==> src/rtl/loadarch_restore_sequencer.sv <==
// Architectural-state restore engine: checks the LOADARCH header, replays 86 state words
// into the tile restore port while core reset is held, then releases reset after a settle delay.
module loadarch_restore_sequencer #(
   parameter logic [63:0] MAGIC          = 64'h4C4F_4144_4152_4348,
   parameter int unsigned RELEASE_DELAY  = 16,
   parameter logic [31:0] TIMEOUT_CYCLES = 32'd100000
) (
   input  logic        clock,
   input  logic        reset,
   input  logic        enable,
   input  logic        in_valid,
   output logic        in_ready,
   input  logic [63:0] in_bits,
   output logic        wr_valid,
   input  logic        wr_ready,
   output logic [1:0]  wr_space,
   output logic [4:0]  wr_idx,
   output logic [63:0] wr_data,
   output logic        core_reset_hold,
   output logic        done,
   output logic        error,
   output logic [1:0]  error_code,
   output logic [6:0]  words_loaded,
   output logic [2:0]  fsm_state
);
   // Both ports transfer a word only on a rising edge where valid && ready are high; valid never
   // waits on ready, and wr_space/wr_idx/wr_data stay frozen while wr_valid && !wr_ready.

   localparam logic [6:0] NUM_WORDS   = 7'd86;
   localparam logic [6:0] LAST_WORD   = 7'd85;
   localparam logic [7:0] REL_LOAD    = 8'(RELEASE_DELAY - 1);
   localparam logic [1:0] ERR_NONE    = 2'd0;
   localparam logic [1:0] ERR_MAGIC   = 2'd1;
   localparam logic [1:0] ERR_TIMEOUT = 2'd2;

   typedef enum logic [2:0] {
      S_IDLE    = 3'd0,
      S_HEADER  = 3'd1,
      S_LOAD    = 3'd2,
      S_RELEASE = 3'd3,
      S_DONE    = 3'd4,
      S_ERROR   = 3'd5
   } state_t;

   state_t      state;
   state_t      state_next;
   logic [1:0]  err_next;
   logic [6:0]  cnt;
   logic [31:0] idle_cnt;
   logic [7:0]  rel_cnt;
   logic        in_stream;
   logic        accept;
   logic        drain;
   logic        last_drain;
   logic        timeout_hit;
   logic [1:0]  slot_space;
   logic [4:0]  slot_idx;

   assign in_stream   = (state == S_HEADER) || (state == S_LOAD);
   assign accept      = in_valid && in_ready;
   assign drain       = wr_valid && wr_ready;
   assign last_drain  = drain && (words_loaded == LAST_WORD);
   // Only cycles with no word offered count as idle; stalls from wr_ready=0 are not idle.
   assign timeout_hit = in_stream && !in_valid && (TIMEOUT_CYCLES != 32'd0) &&
                        (idle_cnt == TIMEOUT_CYCLES - 32'd1);

   assign core_reset_hold = (state != S_DONE);
   assign done            = (state == S_DONE);
   assign error           = (state == S_ERROR);
   assign fsm_state       = state;

   // Payload order: 23 CSR slots, then x1..x31, then f0..f31.
   always_comb begin
      slot_space = 2'd0;
      slot_idx   = cnt[4:0];
      if (cnt < 7'd23) begin
         slot_space = 2'd0;
         slot_idx   = cnt[4:0];
      end else if (cnt < 7'd54) begin
         slot_space = 2'd1;
         slot_idx   = 5'(cnt - 7'd22);
      end else begin
         slot_space = 2'd2;
         slot_idx   = 5'(cnt - 7'd54);
      end
   end

   always_ff @(posedge clock or posedge reset) begin
      if (reset) state <= S_IDLE;
      else       state <= state_next;
   end

   always_comb begin
      state_next = state;
      err_next   = ERR_NONE;
      in_ready   = 1'b0;
      case (state)
         S_IDLE: state_next = enable ? S_HEADER : S_RELEASE;
         S_HEADER: begin
            in_ready = 1'b1;
            if (in_valid) begin
               if (in_bits == MAGIC) begin
                  state_next = S_LOAD;
               end else begin
                  state_next = S_ERROR;
                  err_next   = ERR_MAGIC;
               end
            end else if (timeout_hit) begin
               state_next = S_ERROR;
               err_next   = ERR_TIMEOUT;
            end
         end
         S_LOAD: begin
            in_ready = (cnt != NUM_WORDS) && (!wr_valid || wr_ready);
            if (last_drain) begin
               state_next = S_RELEASE;
            end else if (timeout_hit) begin
               state_next = S_ERROR;
               err_next   = ERR_TIMEOUT;
            end
         end
         S_RELEASE: if (rel_cnt == 8'd0) state_next = S_DONE;
         S_DONE:    state_next = S_DONE;
         S_ERROR:   state_next = S_ERROR;
         default:   state_next = S_IDLE;
      endcase
   end

   always_ff @(posedge clock or posedge reset) begin
      if (reset) begin
         cnt          <= 7'd0;
         idle_cnt     <= 32'd0;
         rel_cnt      <= 8'd0;
         wr_valid     <= 1'b0;
         wr_space     <= 2'd0;
         wr_idx       <= 5'd0;
         wr_data      <= 64'd0;
         words_loaded <= 7'd0;
         error_code   <= ERR_NONE;
      end else begin
         if (!in_stream || accept) idle_cnt <= 32'd0;
         else if (!in_valid)       idle_cnt <= idle_cnt + 32'd1;

         if (state == S_LOAD && accept) cnt <= cnt + 7'd1;

         // A write still pending when the block errors is dropped.
         if (state == S_LOAD && accept) begin
            wr_valid <= 1'b1;
            wr_space <= slot_space;
            wr_idx   <= slot_idx;
            wr_data  <= in_bits;
         end else if (drain || state_next == S_ERROR) begin
            wr_valid <= 1'b0;
         end

         if (drain && words_loaded != NUM_WORDS) words_loaded <= words_loaded + 7'd1;

         // Loaded with DELAY-1 on entry so reset drops DELAY cycles after the entering edge.
         if (state != S_RELEASE && state_next == S_RELEASE) rel_cnt <= REL_LOAD;
         else if (state == S_RELEASE && rel_cnt != 8'd0)    rel_cnt <= rel_cnt - 8'd1;

         if (state != S_ERROR && state_next == S_ERROR) error_code <= err_next;
      end
   end

endmodule

==> config.mk <==
export PLATFORM = sky130hd
export DESIGN_NAME = loadarch_restore_sequencer
export DESIGN_NICKNAME = d
export VERILOG_FILES = /design/src/rtl/loadarch_restore_sequencer.sv
export SDC_FILE = /design/constraint.sdc
export NUM_CORES = 1
export LEC_CHECK = 0
export ABC_CLOCK_PERIOD_IN_PS = 8050
export BUFFER_PORTS_ARGS = -buffer_cell sky130_fd_sc_hd__buf_4
export CAP_MARGIN = 20
export CORE_ASPECT_RATIO = 1.2
export CORE_MARGIN = 3
export CORE_UTILIZATION = 46
export CTS_BUF_LIST = sky130_fd_sc_hd__clkbuf_8 sky130_fd_sc_hd__clkbuf_16
export CTS_CLUSTER_SIZE = 40
export DETAILED_ROUTE_END_ITERATION = 8
export PLACE_DENSITY = 0.73
export RECOVER_POWER = 50
export SLEW_MARGIN = 20
export SYNTH_ARGS = -nofsm -noshare
export SYNTH_HDL_FRONTEND = slang
export SYNTH_SLANG_ARGS = --single-unit
==> constraint.sdc <==
create_clock -name clock -period 8.05 [get_ports clock]
set_input_delay 0.805 -clock clock [delete_from_list [all_inputs] [get_ports clock]]
set_output_delay 0.805 -clock clock [all_outputs]
set_load 0.02 [all_outputs]
### After elaboration in Yosys (flattened, before gate mapping)

Index checks and enable logic that the tools add are counted.

* flip-flop bits (word level): 131
* latch bits: 0
* RAM bits: 0
* ROM bits: 0
* output and inout bits: 88
* word-level logic and storage cells: 80
* memories kept: 0

* add/subtract/negate cells: 6
* multipliers: 0
* divide/modulo/power cells: 0
* magnitude comparators: 2
* equality and inequality tests: 16
* shifts and indexed selects: 0
* mux-type cells: 23
* bitwise logic cells: 0
* reduce and logical (&&, ||, !) cells: 23

Operator list (number)
* equality test 64 x 63 -> 1 bit (second input constant): 1
* 2-to-1 mux 32 bit: 2
* adder 32 x 1 -> 32 bit (second input constant): 1
* equality test 32 x 17 -> 1 bit (second input constant): 1
* case mux 3 bit (6 select lines): 1
* 2-to-1 mux 8 bit: 2
* 2-to-1 mux 3 bit: 5
* adder 7 x 1 -> 7 bit (second input constant): 2
* != test 7 bit (second input constant): 2
* 2-to-1 mux 2 bit: 6
* logical AND 1 bit: 11
* 2-to-1 mux 5 bit: 2
* subtractor 5 bit (second input constant): 2
* equality test 3 x 2 -> 1 bit (second input constant): 3
* equality test 3 bit (second input constant): 3
* logical NOT 8 bit: 1
* nonzero test 8 bit: 1
* subtractor 8 x 1 -> 8 bit (second input constant): 1
* equality test 7 bit (second input constant): 1
* less-than comparator 7 x 5 -> 1 bit (second input constant): 1
* less-than comparator 7 x 6 -> 1 bit (second input constant): 1
* != test 3 bit (second input constant): 2
* logical OR 1 bit: 4
* case mux 2 bit (2 select lines): 1
* 8 further kinds: 13

### Logic depth before layout (Yosys ltp)

* depth after elaboration: 11
* mapped depth: 10
* mapped depth without buffers: 8

### Least setup slack after synthesis

OpenSTA, ideal clock, no wires.

* kind: input port to flip-flop
* start: in in_valid
* end: reg error_code[1]
* library setup time: 121 ps
* arrival: 2653 ps
* setup slack: 5275 ps
* stages: 8
* path buffers: 2
* cells stage by stage: buf_6 and4b_1 buf_4 nand2_2 or4_4 a32o_1 or3_1 o22a_1

* cells in the longest elaborated chain, start to end: 8
* elaborated cells on any way between the ends: 13

RTL lines
* start, declared: line 11 `input logic in_valid,`
* logical NOT 1 bit
* logical AND 1 bit (2 in series): line 64 `assign timeout_hit = in_stream && !in_valid && (TIMEOUT_CYCLES != 32'd0) &&`
* 2-to-1 mux 3 bit: line 108, 117
* 2-to-1 mux 3 bit (on tied branches): line 115, 101
* case mux 3 bit (6 select lines): line 97 `case (state)`
* equality test 3 bit: line 162 `if (state != S_ERROR && state_next == S_ERROR) error_code <= err_next;`
* logical AND 1 bit: line 162
* end signal, assigned: line 162
* end, declared: line 22 `output logic [1:0] error_code,`

Parallel ways exist; a longest one is shown, timed or not.
A chain may end at the register's enable or synchronous reset.

### Worst setup path after layout

* start: reg state[2], in the netlist fsm_state[2]
* end: out in_ready

* cells in the longest elaborated chain, start to end: 2
* elaborated cells on any way between the ends: 3

RTL lines
* start, declared: line 45 `state_t state;`
* start signal, assigned: line 90 `else state <= state_next;`
* equality test 3 x 2 -> 1 bit or equality test 3 x 1 -> 1 bit (tied branches): line 97
* case mux 1 bit (2 select lines) *: line 97
* end, declared: line 12 `output logic in_ready,`

Every way passes the cells marked *; elsewhere a longest branch is shown, timed or not.

==> Flow_metrics.wiki <==
{| class="wikitable"
! Metric !! Value
|-
| Power share of the combinational group || 32.9%
|-
| Post-DP Area || 7360 sq um
|-
| Cells along the critical path || nor3b_1 > o311a_1 > nand2b_1 > buf_4
|-
| Sequential share of power || 37.8%
|-
| Combined flip-flop and latch cell area || 3280 sq um
|-
| Routability Congestion || 0.859
|-
| Post-CTS Hold Buffers || 0
|-
| Core region area || 12,800 sq um
|-
| Detail Placement HPWL || 11,500 um
|-
| Pin slew with the least headroom to its limit || 2260 ps
|-
| Area growth from synthesis to final layout || 27.1%
|-
| Result of the run || complete, but fails checks
|-
| Primary FF master, synth || dfrtp_1
|-
| Vertical extent of the die || 132 um
|-
| Leakage power total || 3.75 nW
|-
| Data required time at the worst endpoint || 7240 ps
|-
| Number of gates resized after cts || 0
|-
| Post-synthesis cell count || 660
|-
| Type of destination of the critical path || primary output
|-
| Total number of H-tree levels || 4
|-
| Nets@finish || 889
|-
| Part of the Yosys area used for sequential elements || 54.0%
|-
| Worst vdd rail ir drop || 0.204 mV
|-
| Worst setup path category || reg2out
|-
| 1st-iter DRT viols || 251
|-
| X dimension of the die || 111 um
|-
| Sw power || 1.07 mW
|-
| Clock Tree Root || clkbuf_16
|-
| Area taken by multi-input logic gates || 2630 sq um
|-
| Routed wire per std cell || 15.9 um
|-
| Number of antenna violations at the first check in global routing || 0
|-
| Clock latency on the worst-skew pair || 410 ps
|-
| Flops & latches, synth || 131
|-
| Clock tree from TritonCTS || done
|-
| Internal cell power || 1.70 mW
|-
| Unrepaired setup endpoints after global routing || no
|-
| Yosys warning total || 0
|-
| Violations in the final reports || max-capacitance violations, max-slew violations
|-
| Final number of setup-violating endpoints || 0
|-
| Final core utilization || 60.3%
|-
| Router iterations before antenna repair || 4
|-
| Post-route design area || 7710 sq um
|-
| Post-DR vias/cell || 5.24
|-
| Distinct cells, synth || 55
|-
| Share of flip-flops with an asynchronous set or reset || 100%
|-
| Worst EP arrival || 2140 ps
|-
| Via count || 5,175
|-
| Average size of a mapped cell || 9.19 sq um
|-
| Relative slew slack || -51.3%
|-
| Number of diodes || 0
|-
| Buffer count from post-CTS setup fixing || 0
|-
| Post-route ant nets || 0
|-
| Critical-path top delay cell || dfrtp_1
|-
| Longest individual stage delay on the worst path || 480 ps
|-
| Filler instances || 1,093
|-
| Total power || 2.77 mW
|-
| Synthesized net count || 738
|-
| Sort of element at the start of the critical path || flop
|-
| Share of final-layout standard cells stronger than drive strength 1 || 15.3%
|-
| Overall global routing resource usage || 22.4%
|-
| Total power density per cell area || 359 nW/um^2
|-
| Sw Ratio || 38.6%
|-
| Area of the die || 14,600 sq um
|-
| CTS Buf Count || 17
|-
| # rows || 45
|-
| Ports placed on the boundary || 157
|-
| Post-route clock period utilization || 36.6%
|-
| Clock-pin slew of the registers on the worst-case setup and hold paths || 60 ps
|-
| Fmax || 0.339 GHz
|-
| DRC violations left || 0
|-
| Max Slew Vio Count || 52
|-
| Cell area after synthesis || 6070 sq um
|-
| Number of buffers on the longest clock path || 2
|-
| Worst clock skew on the final layout || 11.9 ps
|-
| Initial cell density of the core || 47.5%
|-
| Maximum number of pins on one net before global-route repair || 82
|-
| Portion of total power attributed to the clock network || 29.3%
|-
| Total wire length after detailed routing || 15,700 um
|-
| Vias in the first global route || 5,326
|-
| Layout Cells excl Fill || 987
|-
| Final total negative setup slack || 0 ps
|-
| Port buffer count || 156
|-
| Crit-path max FO || 10
|-
| Placed cell count || 956
|-
| Number of enable-type register cells in the synthesized netlist || 0
|-
| Final hold violation count || 0
|-
| First-pass GRT wire length || 26,500 um
|-
| Class of the most critical hold timing path || reg2reg
|-
| Clock Sinks || 131
|-
| Max-cap check violation count || 1
|-
| GRT overflow || 0
|-
| Minimum clock period after layout || 2950 ps
|}
==> cells by family after synthesis <==
family | count (synthesis) | synth area share (%)
AND/OR/NAND/NOR | 388 | 29.8
buffers and inverters | 41 | 2.72
XOR/XNOR | 48 | 6.93
multiplexers | 1 | 0.165
adder cells (fa/ha/maj) | 9 | 1.86
flip-flops | 131 | 54.0
AO/OA/AOI/OAI | 42 | 4.50
==> sequential cells by signal, indices dropped and copies added (netlist names) <==
name          count
fsm_state         3
wr_idx            5
idle_cnt         32
wr_data          64
words_loaded      7
wr_space          2
error_code        2
wr_valid          1
cnt               7
rel_cnt           8
==> worst max-delay path, delay by kind of cell, from the launching register on <==
family                 cells  cell delay (ps)
flip-flops                 1              480
AND/OR/NAND/NOR            2              720
buffers and inverters      1              180
AO/OA/AOI/OAI              1              350
==> per-layer routing <==
layer  vias to the layer above  GRT usage (%)  wire length (um)
met5                         -              0                 0
met4                         0           6.50               166
met3                        13           8.49              1400
met2                       178           36.9              7760
met1                      2495           27.5              6380
li1                       2489              -                 -
==> cell usage in the layout (no fill, tap or decap), types with 2 or more instances in the layout <==
cell        netlist  routed
a21o_1            2       2
a21oi_1          12      12
a31oi_1           2       2
and2_1            5       4
and3_1            7       7
and3b_1           2       2
and4_1            5       5
and4b_1           2       2
buf_4             1      83
bufinv_16         0       4
clkbuf_1         22      74
clkbuf_16         0      17
clkbuf_8          0       3
clkinv_2          0       2
clkinvlp_4        0       3
dfrtp_1         131     131
ha_1              9       9
inv_1            14      15
nand2_1         223     222
nand2_2           1       2
nand2b_1          7       7
nand3_1          11      11
nand3b_1          2       2
nand4_1          18      18
nor2_1           55      55
nor2b_1           4       4
nor3_1            6       6
nor4_1           12      12
nor4b_1           7       7
nor4bb_1          8       8
o21a_1            3       3
o21ai_0          11      11
or3_1             3       3
xnor2_1          16      16
xor2_1           32      32
==> cell type report <==
type                    count  area share, %
inverters                  14          0.698
clock inverters            11           2.08
multi-input cells         488           34.1
flip-flops and latches    131           42.5
repair buffers            159           11.9
well taps                 164           2.66
clock buffers              20           6.05
==> power groups by stage <==
stage / Clock, mW / Sequential (mW) / Combinational, mW
5_1_grt: 0.854 / 1.07 / 1.01
6_report: 0.812 / 1.04 / 0.911
3_5_place_dp: 0 / 1.05 / 1.07
4_1_cts: 0.826 / 1.05 / 1.07
2_1_floorplan: 0 / 1.25 / 0.379
3_3_place_gp: 0 / 1.04 / 1.05
==> per-stage QoR <==
step           hold WS [ps]  setup WS (ps)
2_1_floorplan           482           3750
3_5_place_dp            464           4990
3_3_place_gp            461           5000
6_report                475           5100
5_1_grt                 491           5000
4_1_cts                 479           5080
==> cell usage after synthesis, types with 3 or more instances <==
| cell | number | area share, % |
|---|---|---|
| clkbuf_1 | 22 | 1.4 |
| dfrtp_1 | 131 | 54 |
| nor2b_1 | 4 | 0.41 |
| ha_1 | 9 | 1.9 |
| nor4bb_1 | 8 | 1.3 |
| nor4_1 | 12 | 1.2 |
| o21a_1 | 3 | 0.37 |
| and3_1 | 7 | 0.72 |
| nand2b_1 | 7 | 0.72 |
| nand4_1 | 18 | 1.9 |
| nor3_1 | 6 | 0.49 |
| xnor2_1 | 16 | 2.3 |
| a21oi_1 | 12 | 0.99 |
| or3_1 | 3 | 0.31 |
| and2_1 | 5 | 0.52 |
| nand2_1 | 223 | 14 |
| inv_1 | 14 | 0.87 |
| nor2_1 | 55 | 3.4 |
| nand3_1 | 11 | 0.91 |
| nor4b_1 | 7 | 1.0 |
| xor2_1 | 32 | 4.6 |
| o21ai_0 | 11 | 0.91 |
| buf_1 | 3 | 0.19 |
| and4_1 | 5 | 0.72 |
==> final timing paths <==
check / start / to / slack [ps] / depth (start not counted)
min in group asynchronous: reset / wr_data[61] / 1000 / 2
setup reg to reg: fsm_state[1] / rel_cnt[2] / 5550 / 6
max in group asynchronous: reset / idle_cnt[6] / 5550 / 3
hold reg to reg: wr_idx[0] / wr_idx[0] / 470 / 2
hold / removal: wr_idx[0] / wr_idx[0] / 470 / 2
setup / recovery: fsm_state[2] / in_ready / 5100 / 4
No activity file was read; power rests on OpenSTA's default activity.
